### config.mk
export PLATFORM = sky130hd
export DESIGN_NAME = tt_decoder_pipe
export DESIGN_NICKNAME = d
export VERILOG_FILES = /design/src/rtl/tt_decoder_pkg.sv /design/src/rtl/tt_decoder_lane.sv /design/src/rtl/tt_decoder_pipe.sv
export SDC_FILE = /design/constraint.sdc
export NUM_CORES = 1
export LEC_CHECK = 0
export BUFFER_PORTS_ARGS = -buffer_cell sky130_fd_sc_hd__buf_2
export CAP_MARGIN = 5
export CORE_MARGIN = 4
export CORE_UTILIZATION = 55
export CTS_BUF_LIST = sky130_fd_sc_hd__clkbuf_4 sky130_fd_sc_hd__clkbuf_8
export DETAILED_ROUTE_END_ITERATION = 16
export GPL_TIMING_DRIVEN = 0
export PLACE_DENSITY = 0.86
export SYNTH_ARGS = -nofsm -noshare
export SYNTH_HDL_FRONTEND = slang
export SYNTH_SLANG_ARGS = --single-unit
### constraint.sdc
create_clock -name i_clk -period 8.6 [get_ports i_clk]
set_input_delay 1.29 -clock i_clk [delete_from_list [all_inputs] [get_ports i_clk]]
set_output_delay 1.29 -clock i_clk [all_outputs]
set_load 0.02 [all_outputs]
### src/rtl/tt_decoder_pkg.sv
// tt_decoder_pkg: shared types for the tt_decoder_pipe mask decoder.
//   decode_mode_e selects how a lane index is turned into a mask:
//     DEC_ONEHOT    single bit at the index
//     DEC_THERMO_LO bits at and below the index
//     DEC_THERMO_HI bits at and above the index
//     DEC_RSVD      reserved; every enabled lane reports an error
package tt_decoder_pkg;

    typedef enum logic [1:0] {
        DEC_ONEHOT,
        DEC_THERMO_LO,
        DEC_THERMO_HI,
        DEC_RSVD
    } decode_mode_e;

endpackage

### src/rtl/tt_decoder_lane.sv
// tt_decoder_lane: combinational decode of one lane index into a mask.
//   i_idx   encoded index
//   i_mode  decode mode
//   i_en    lane enable; a disabled lane gives an all-zero mask and no error
//   o_mask  decoded mask (zero on error or when disabled)
//   o_err   lane enabled and index out of range or mode reserved
module tt_decoder_lane
    import tt_decoder_pkg::*;
#(
    parameter int DECODED_WIDTH = 32,
    parameter int ENCODED_WIDTH = $clog2(DECODED_WIDTH)
) (
    input  logic [ENCODED_WIDTH-1:0] i_idx,
    input  decode_mode_e             i_mode,
    input  logic                     i_en,
    output logic [DECODED_WIDTH-1:0] o_mask,
    output logic                     o_err
);

    // A power-of-two width means every encodable index is in range.
    localparam bit POW2 = (DECODED_WIDTH == (1 << ENCODED_WIDTH));

    logic                     w_oor;
    logic [DECODED_WIDTH-1:0] w_raw;

    assign w_oor = POW2 ? 1'b0 : (32'(i_idx) >= 32'(DECODED_WIDTH));

    for (genvar j = 0; j < DECODED_WIDTH; j++) begin : g_bit
        localparam logic [ENCODED_WIDTH-1:0] J = ENCODED_WIDTH'(j);
        assign w_raw[j] = (i_mode == DEC_ONEHOT)    ? (J == i_idx) :
                          (i_mode == DEC_THERMO_LO) ? (J <= i_idx) :
                                                      (J >= i_idx);
    end

    assign o_err  = i_en & (w_oor | (i_mode == DEC_RSVD));
    assign o_mask = (i_en & ~o_err) ? w_raw : '0;

    always_comb begin
        if (i_en && !o_err && i_mode == DEC_ONEHOT)
            a_onehot: assert ($onehot(o_mask)) else $error("onehot lane mask not onehot");
    end

endmodule

### src/rtl/tt_decoder_pipe.sv
// tt_decoder_pipe: multi-lane registered index-to-mask decoder with a 2-entry skid.
//   i_clk, i_reset   clock, asynchronous active-high reset
//   i_valid/o_ready  input handshake; o_ready is registered (= skid entry empty)
//   i_mode           decode mode (decode_mode_e encoding)
//   i_lane_en        per-lane enable
//   i_encoded        lane k index at [k*EW +: EW]
//   o_valid/i_ready  output handshake
//   o_decoded        lane k mask at [k*DW +: DW]
//   o_err_lane       per-lane error of the presented output
//   i_err_clr        clear error counter and sticky flag
//   o_err_cnt        saturating count of accepted transactions with any lane error
//   o_err_sticky     set by any accepted transaction with a lane error
module tt_decoder_pipe
    import tt_decoder_pkg::*;
#(
    parameter int LANES         = 4,
    parameter int DECODED_WIDTH = 32,
    parameter int ERR_CNT_WIDTH = 8,
    localparam int ENCODED_WIDTH = $clog2(DECODED_WIDTH)
) (
    input  logic                             i_clk,
    input  logic                             i_reset,
    input  logic                             i_valid,
    output logic                             o_ready,
    input  logic [1:0]                       i_mode,
    input  logic [LANES-1:0]                 i_lane_en,
    input  logic [LANES*ENCODED_WIDTH-1:0]   i_encoded,
    output logic                             o_valid,
    input  logic                             i_ready,
    output logic [LANES*DECODED_WIDTH-1:0]   o_decoded,
    output logic [LANES-1:0]                 o_err_lane,
    input  logic                             i_err_clr,
    output logic [ERR_CNT_WIDTH-1:0]         o_err_cnt,
    output logic                             o_err_sticky
);

    localparam int DW_ALL = LANES * DECODED_WIDTH;

    decode_mode_e             w_mode;
    logic [DW_ALL-1:0]        w_dec;
    logic [LANES-1:0]         w_err;
    logic                     w_accept;
    logic                     w_out_load;
    logic                     w_skid_valid_nxt;
    logic                     w_event;

    logic                     r_ready;
    logic                     r_out_valid;
    logic [DW_ALL-1:0]        r_out_dec;
    logic [LANES-1:0]         r_out_err;
    logic                     r_skid_valid;
    logic [DW_ALL-1:0]        r_skid_dec;
    logic [LANES-1:0]         r_skid_err;
    logic [ERR_CNT_WIDTH-1:0] r_err_cnt;
    logic                     r_err_sticky;

    assign w_mode = decode_mode_e'(i_mode);

    for (genvar k = 0; k < LANES; k++) begin : g_lane
        tt_decoder_lane #(
            .DECODED_WIDTH (DECODED_WIDTH),
            .ENCODED_WIDTH (ENCODED_WIDTH)
        ) u_lane (
            .i_idx  (i_encoded[k*ENCODED_WIDTH +: ENCODED_WIDTH]),
            .i_mode (w_mode),
            .i_en   (i_lane_en[k]),
            .o_mask (w_dec[k*DECODED_WIDTH +: DECODED_WIDTH]),
            .o_err  (w_err[k])
        );
    end

    assign w_accept   = i_valid & r_ready;
    // Output register can take new data when it is empty or being handed off.
    assign w_out_load = ~r_out_valid | i_ready;
    // A held skid entry leaves only when the output register loads; an accept
    // lands in the skid only when the output register is stalled.
    assign w_skid_valid_nxt = r_skid_valid ? ~w_out_load : (w_accept & ~w_out_load);
    assign w_event    = w_accept & (|w_err);

    always_ff @(posedge i_clk or posedge i_reset) begin
        if (i_reset) begin
            r_ready      <= 1'b0;
            r_out_valid  <= 1'b0;
            r_out_dec    <= '0;
            r_out_err    <= '0;
            r_skid_valid <= 1'b0;
            r_skid_dec   <= '0;
            r_skid_err   <= '0;
        end else begin
            r_ready      <= ~w_skid_valid_nxt;
            r_skid_valid <= w_skid_valid_nxt;
            if (w_out_load) begin
                // o_ready is low while the skid is full, so no accept competes here.
                if (r_skid_valid) begin
                    r_out_valid <= 1'b1;
                    r_out_dec   <= r_skid_dec;
                    r_out_err   <= r_skid_err;
                end else begin
                    r_out_valid <= w_accept;
                    if (w_accept) begin
                        r_out_dec <= w_dec;
                        r_out_err <= w_err;
                    end
                end
            end else if (w_accept) begin
                r_skid_dec <= w_dec;
                r_skid_err <= w_err;
            end
        end
    end

    // Clear wins over history but not over a same-cycle event.
    always_ff @(posedge i_clk or posedge i_reset) begin
        if (i_reset) begin
            r_err_cnt    <= '0;
            r_err_sticky <= 1'b0;
        end else if (i_err_clr) begin
            r_err_cnt    <= ERR_CNT_WIDTH'(w_event);
            r_err_sticky <= w_event;
        end else if (w_event) begin
            r_err_cnt    <= (&r_err_cnt) ? r_err_cnt : r_err_cnt + 1'b1;
            r_err_sticky <= 1'b1;
        end
    end

    assign o_ready      = r_ready;
    assign o_valid      = r_out_valid;
    assign o_decoded    = r_out_dec;
    assign o_err_lane   = r_out_err;
    assign o_err_cnt    = r_err_cnt;
    assign o_err_sticky = r_err_sticky;

    a_stall_stable: assert property (@(posedge i_clk) disable iff (i_reset)
        (r_out_valid && !i_ready) |=> ($stable(r_out_dec) && $stable(r_out_err)))
        else $error("output changed while stalled");

    a_no_accept_when_full: assert property (@(posedge i_clk) disable iff (i_reset)
        !r_ready |=> $stable(r_skid_dec))
        else $error("skid written while not ready");

endmodule

==> impl_metrics.json <==
{
  "status": "complete, no violations",
  "cts_buffers": 45,
  "io_pins": 174,
  "grt_pass1_wl_um": 111200,
  "async_flop_share": 1.000,
  "die_y_um": 173.5,
  "final.setup.tns_ns": 0,
  "syn_area_um2": 15070,
  "yosys.area_share.simple": 0.2025,
  "whs_path_depth": 2,
  "synth-xor-area-share": 0.0005812,
  "finalCritPeriodShare": 0.4725,
  "synth_edf_count": 0,
  "cts_tree": "done",
  "critPathMaxFanout": 10,
  "max_freq_mhz": 246.1,
  "worstHoldStart": "o_err_lane[0]$_DFFE_PP0P_",
  "core.rowCount": 60,
  "powerDensity_nw_per_um2": 240.2,
  "synth_fa_ha_area_frac": 0.0008302,
  "r2r_cells": 6,
  "wl_per_cell_um": 32.07,
  "cp-start-kind": "primary input",
  "crit_type": "primary input to flop",
  "fp.dieW_um": 173.5,
  "gp_congestion": 1.078,
  "multi_input_area_um2": 7342,
  "ctsResizeCount": 0,
  "cp-end-kind": "flop",
  "drtAntennaViolNets": 0,
  "period_needed_ns": 4.063,
  "yosys-mux-area-fraction": 0.009298,
  "vias": 17621,
  "power_frac_seq": 0.402,
  "cap_violations": 0,
  "cts_max_level": 2,
  "hold-path-endpoint": "o_err_lane[0]$_DFFE_PP0P_",
  "regArea_um2": 6907,
  "cts.sinks": 276,
  "required_ns": 9.02,
  "hpwl_um": 54420,
  "clock_skew_ns": 0.02045,
  "reg2reg_slack_ns": 5.65,
  "hold_class": "flop to flop",
  "switching_share": 0.3809,
  "clkPwrFrac": 0.315,
  "grt_overflow": 0,
  "synth-compound-area-share": 0.2740,
  "routed_wl_um": 76160,
  "setup_slack_ns": 4.537,
  "p_int_mw": 2.597,
  "grt_pass1_vias": 17202,
  "fp.dieArea_um2": 30110,
  "final_common_cell": "dfrtp_1",
  "clk_pin_slew_ns": 0.06,
  "final_nets": 2034,
  "rsz0062_at_grt": "false",
  "clk_latency_ns": 0.60,
  "n_fill_cell": 2215,
  "p_sw_mw": 1.597,
  "r2r_start": "o_valid$_DFFE_PP0N_",
  "cts_hold_buf": 0,
  "crit_buf_inv": 3,
  "slowest_stage": "o31ai_1",
  "grt_start_max_net_pins": 45,
  "grt_use_total": 0.4905,
  "synthesis.instances": 1784,
  "finalSetupViolations": 0,
  "yosysWarningCount": 0,
  "worst_slew_pin_slew_ns": 1.296,
  "synthFlopType": "dfrtp_1",
  "coreArea_um2": 26950,
  "ys_ff_latch": 276,
  "cp_top_family": "compound AO/OA/AOI/OAI gates",
  "cts_root_buf": "clkbuf_8",
  "avgSynthCellArea_um2": 8.448,
  "firstDrtPassIters": 7,
  "p_leak_nw": 7.455,
  "routed_via_density": 7.419,
  "cpMostUsedCell": "buf_2",
  "drc_errors": 0,
  "drive_above_1_share": 0.1495,
  "cts_setup_buffers": 0,
  "start_util": 0.5592,
  "reg2reg_to": "o_decoded[77]$_DFFE_PP0P_",
  "io_buffers": 165,
  "synth_top_family_by_area": "compound AO/OA/AOI/OAI gates",
  "ys_types": 70,
  "vdd_drop_max_mv": 0.1484,
  "finalHoldViolations": 0,
  "cp_cell_sequence": "buf_2 -> buf_2 -> clkbuf_1 -> nand2b_1 -> a21oi_1 -> o31ai_1 -> o21ai_0",
  "antenna_found_initial": 3,
  "syn2layout_area_growth_pct": 15.87,
  "pre_cts_slack_ns": 4.384,
  "power_frac_comb": 0.283,
  "slew_headroom": 0.1266,
  "cts_buffer_depth": 3,
  "slowest_delay_ns": 1.06,
  "synthesis.nets": 1816,
  "drt_iter0_markers": 3367,
  "worst_ep_arrival_time_ns": 4.48,
  "layout.cells.most_common_list": "dfrtp_1 (276), nand2_1 (272), buf_2 (189), o21ai_0 (177), clkbuf_1 (151)",
  "slew_viol_final": 0,
  "yosysSeqAreaShare": 0.4583
}
## flip-flops by register name (all words and copies together), names as in the netlist
signal	flops
o_err_sticky	1
o_err_lane	4
o_valid	1
o_ready	1
r_skid_err	4
r_skid_valid	1
r_skid_dec	128
o_err_cnt	8
o_decoded	128
## cells in the mapped netlist, drive strengths merged (15+ instances only)
library cell    n  share of area
dfrtp         276           0.46
nand2         273          0.068
o21ai         177          0.059
clkbuf        151          0.038
a21oi         121          0.040
nand3         116          0.039
o211ai         98          0.049
nor2           90          0.022
buf            43          0.013
nor3           39          0.013
a31oi          25          0.010
o21a           21          0.010
nand2b         20         0.0083
a211oi         18         0.0090
o31ai          17         0.0085
inv            15         0.0037
nor4           15         0.0062
## worst max-delay path by stage
stage	from	to	slack (ns)	cells after the start
after floorplan	i_reset	o_decoded[0]$_DFFE_PP0P_	3.66	1
after global placement	i_reset	o_decoded[122]$_DFFE_PP0P_	2.17	2
after detailed placement	i_mode[0]	r_skid_dec[54]$_DFFE_PP0P_	4.38	7
after CTS	i_mode[0]	o_decoded[54]$_DFFE_PP0P_	5.01	7
after global routing	i_mode[0]	r_skid_dec[54]$_DFFE_PP0P_	4.70	7
final	i_mode[0]	r_skid_dec[54]$_DFFE_PP0P_	4.54	7
## per-stage QoR
stage / hold WS [ns] / util / power (mW) / cells / instance area (um2)
2_1_floorplan: 0.4390 / - / 2.333 / 1784 / 15070
3_3_place_gp: 0.4515 / 0.6058 / 2.788 / 2290 / 16330
3_5_place_dp: 0.4595 / 0.6103 / 2.828 / 2296 / 16450
4_1_cts: 0.4783 / 0.6478 / 4.111 / 2374 / 17460
5_1_grt: 0.4953 / 0.6478 / 4.305 / 2374 / 17460
6_report: 0.4802 / 0.6479 / 4.194 / 2375 / 17460
## worst register-to-register path, cell delays in order (launching register included)
cell and delay [ns]:
dfrtp_1 0.38, nor2b_1 0.18, nor2_1 0.43, clkbuf_1 0.82, clkbuf_1 0.71, nor2_1 0.15
a21oi_1 0.20
## metal layers
layer	vias up	share of wire	global-route usage
met5	-	0.00054	0
met4	4	0.096	0.3382
met3	501	0.16	0.1965
met2	1829	0.41	0.7109
met1	8295	0.33	0.6002
li1	6992	-	-
## final cells by class
| class | count | share of cell area |
|---|---|---|
| tap | 341 | 0.02443 |
| clock inverter | 9 | 0.007882 |
| multi-input combinational | 1297 | 0.4205 |
| inverter | 17 | 0.003869 |
| clock buffer | 69 | 0.05009 |
| buffer | 194 | 0.04342 |
| antenna | 1 | 0.0001433 |
| timing repair buffer | 171 | 0.05417 |
| sequential | 276 | 0.3955 |
## power groups by stage
stage	Clock, mW	Sequential [mW]	Combinational, mW
6_report	1.32	1.69	1.19
5_1_grt	1.36	1.70	1.24
4_1_cts	1.30	1.68	1.14
3_5_place_dp	0	1.69	1.13
3_3_place_gp	0	1.68	1.10
2_1_floorplan	0	1.84	0.492
## logic make-up (layout without fill, tap and decap cells)
| kind of cell | after synthesis | count (layout) |
|---|---|---|
| buf+inv | 211 | 460 |
| flops | 276 | 276 |
| mux | 14 | 14 |
| simple gates | 652 | 652 |
| fa+ha+maj | 1 | 1 |
| compound gates | 629 | 629 |
| other cells | 0 | 1 |
| xor+xnor | 1 | 1 |
Power figures use the tool's default switching activity.
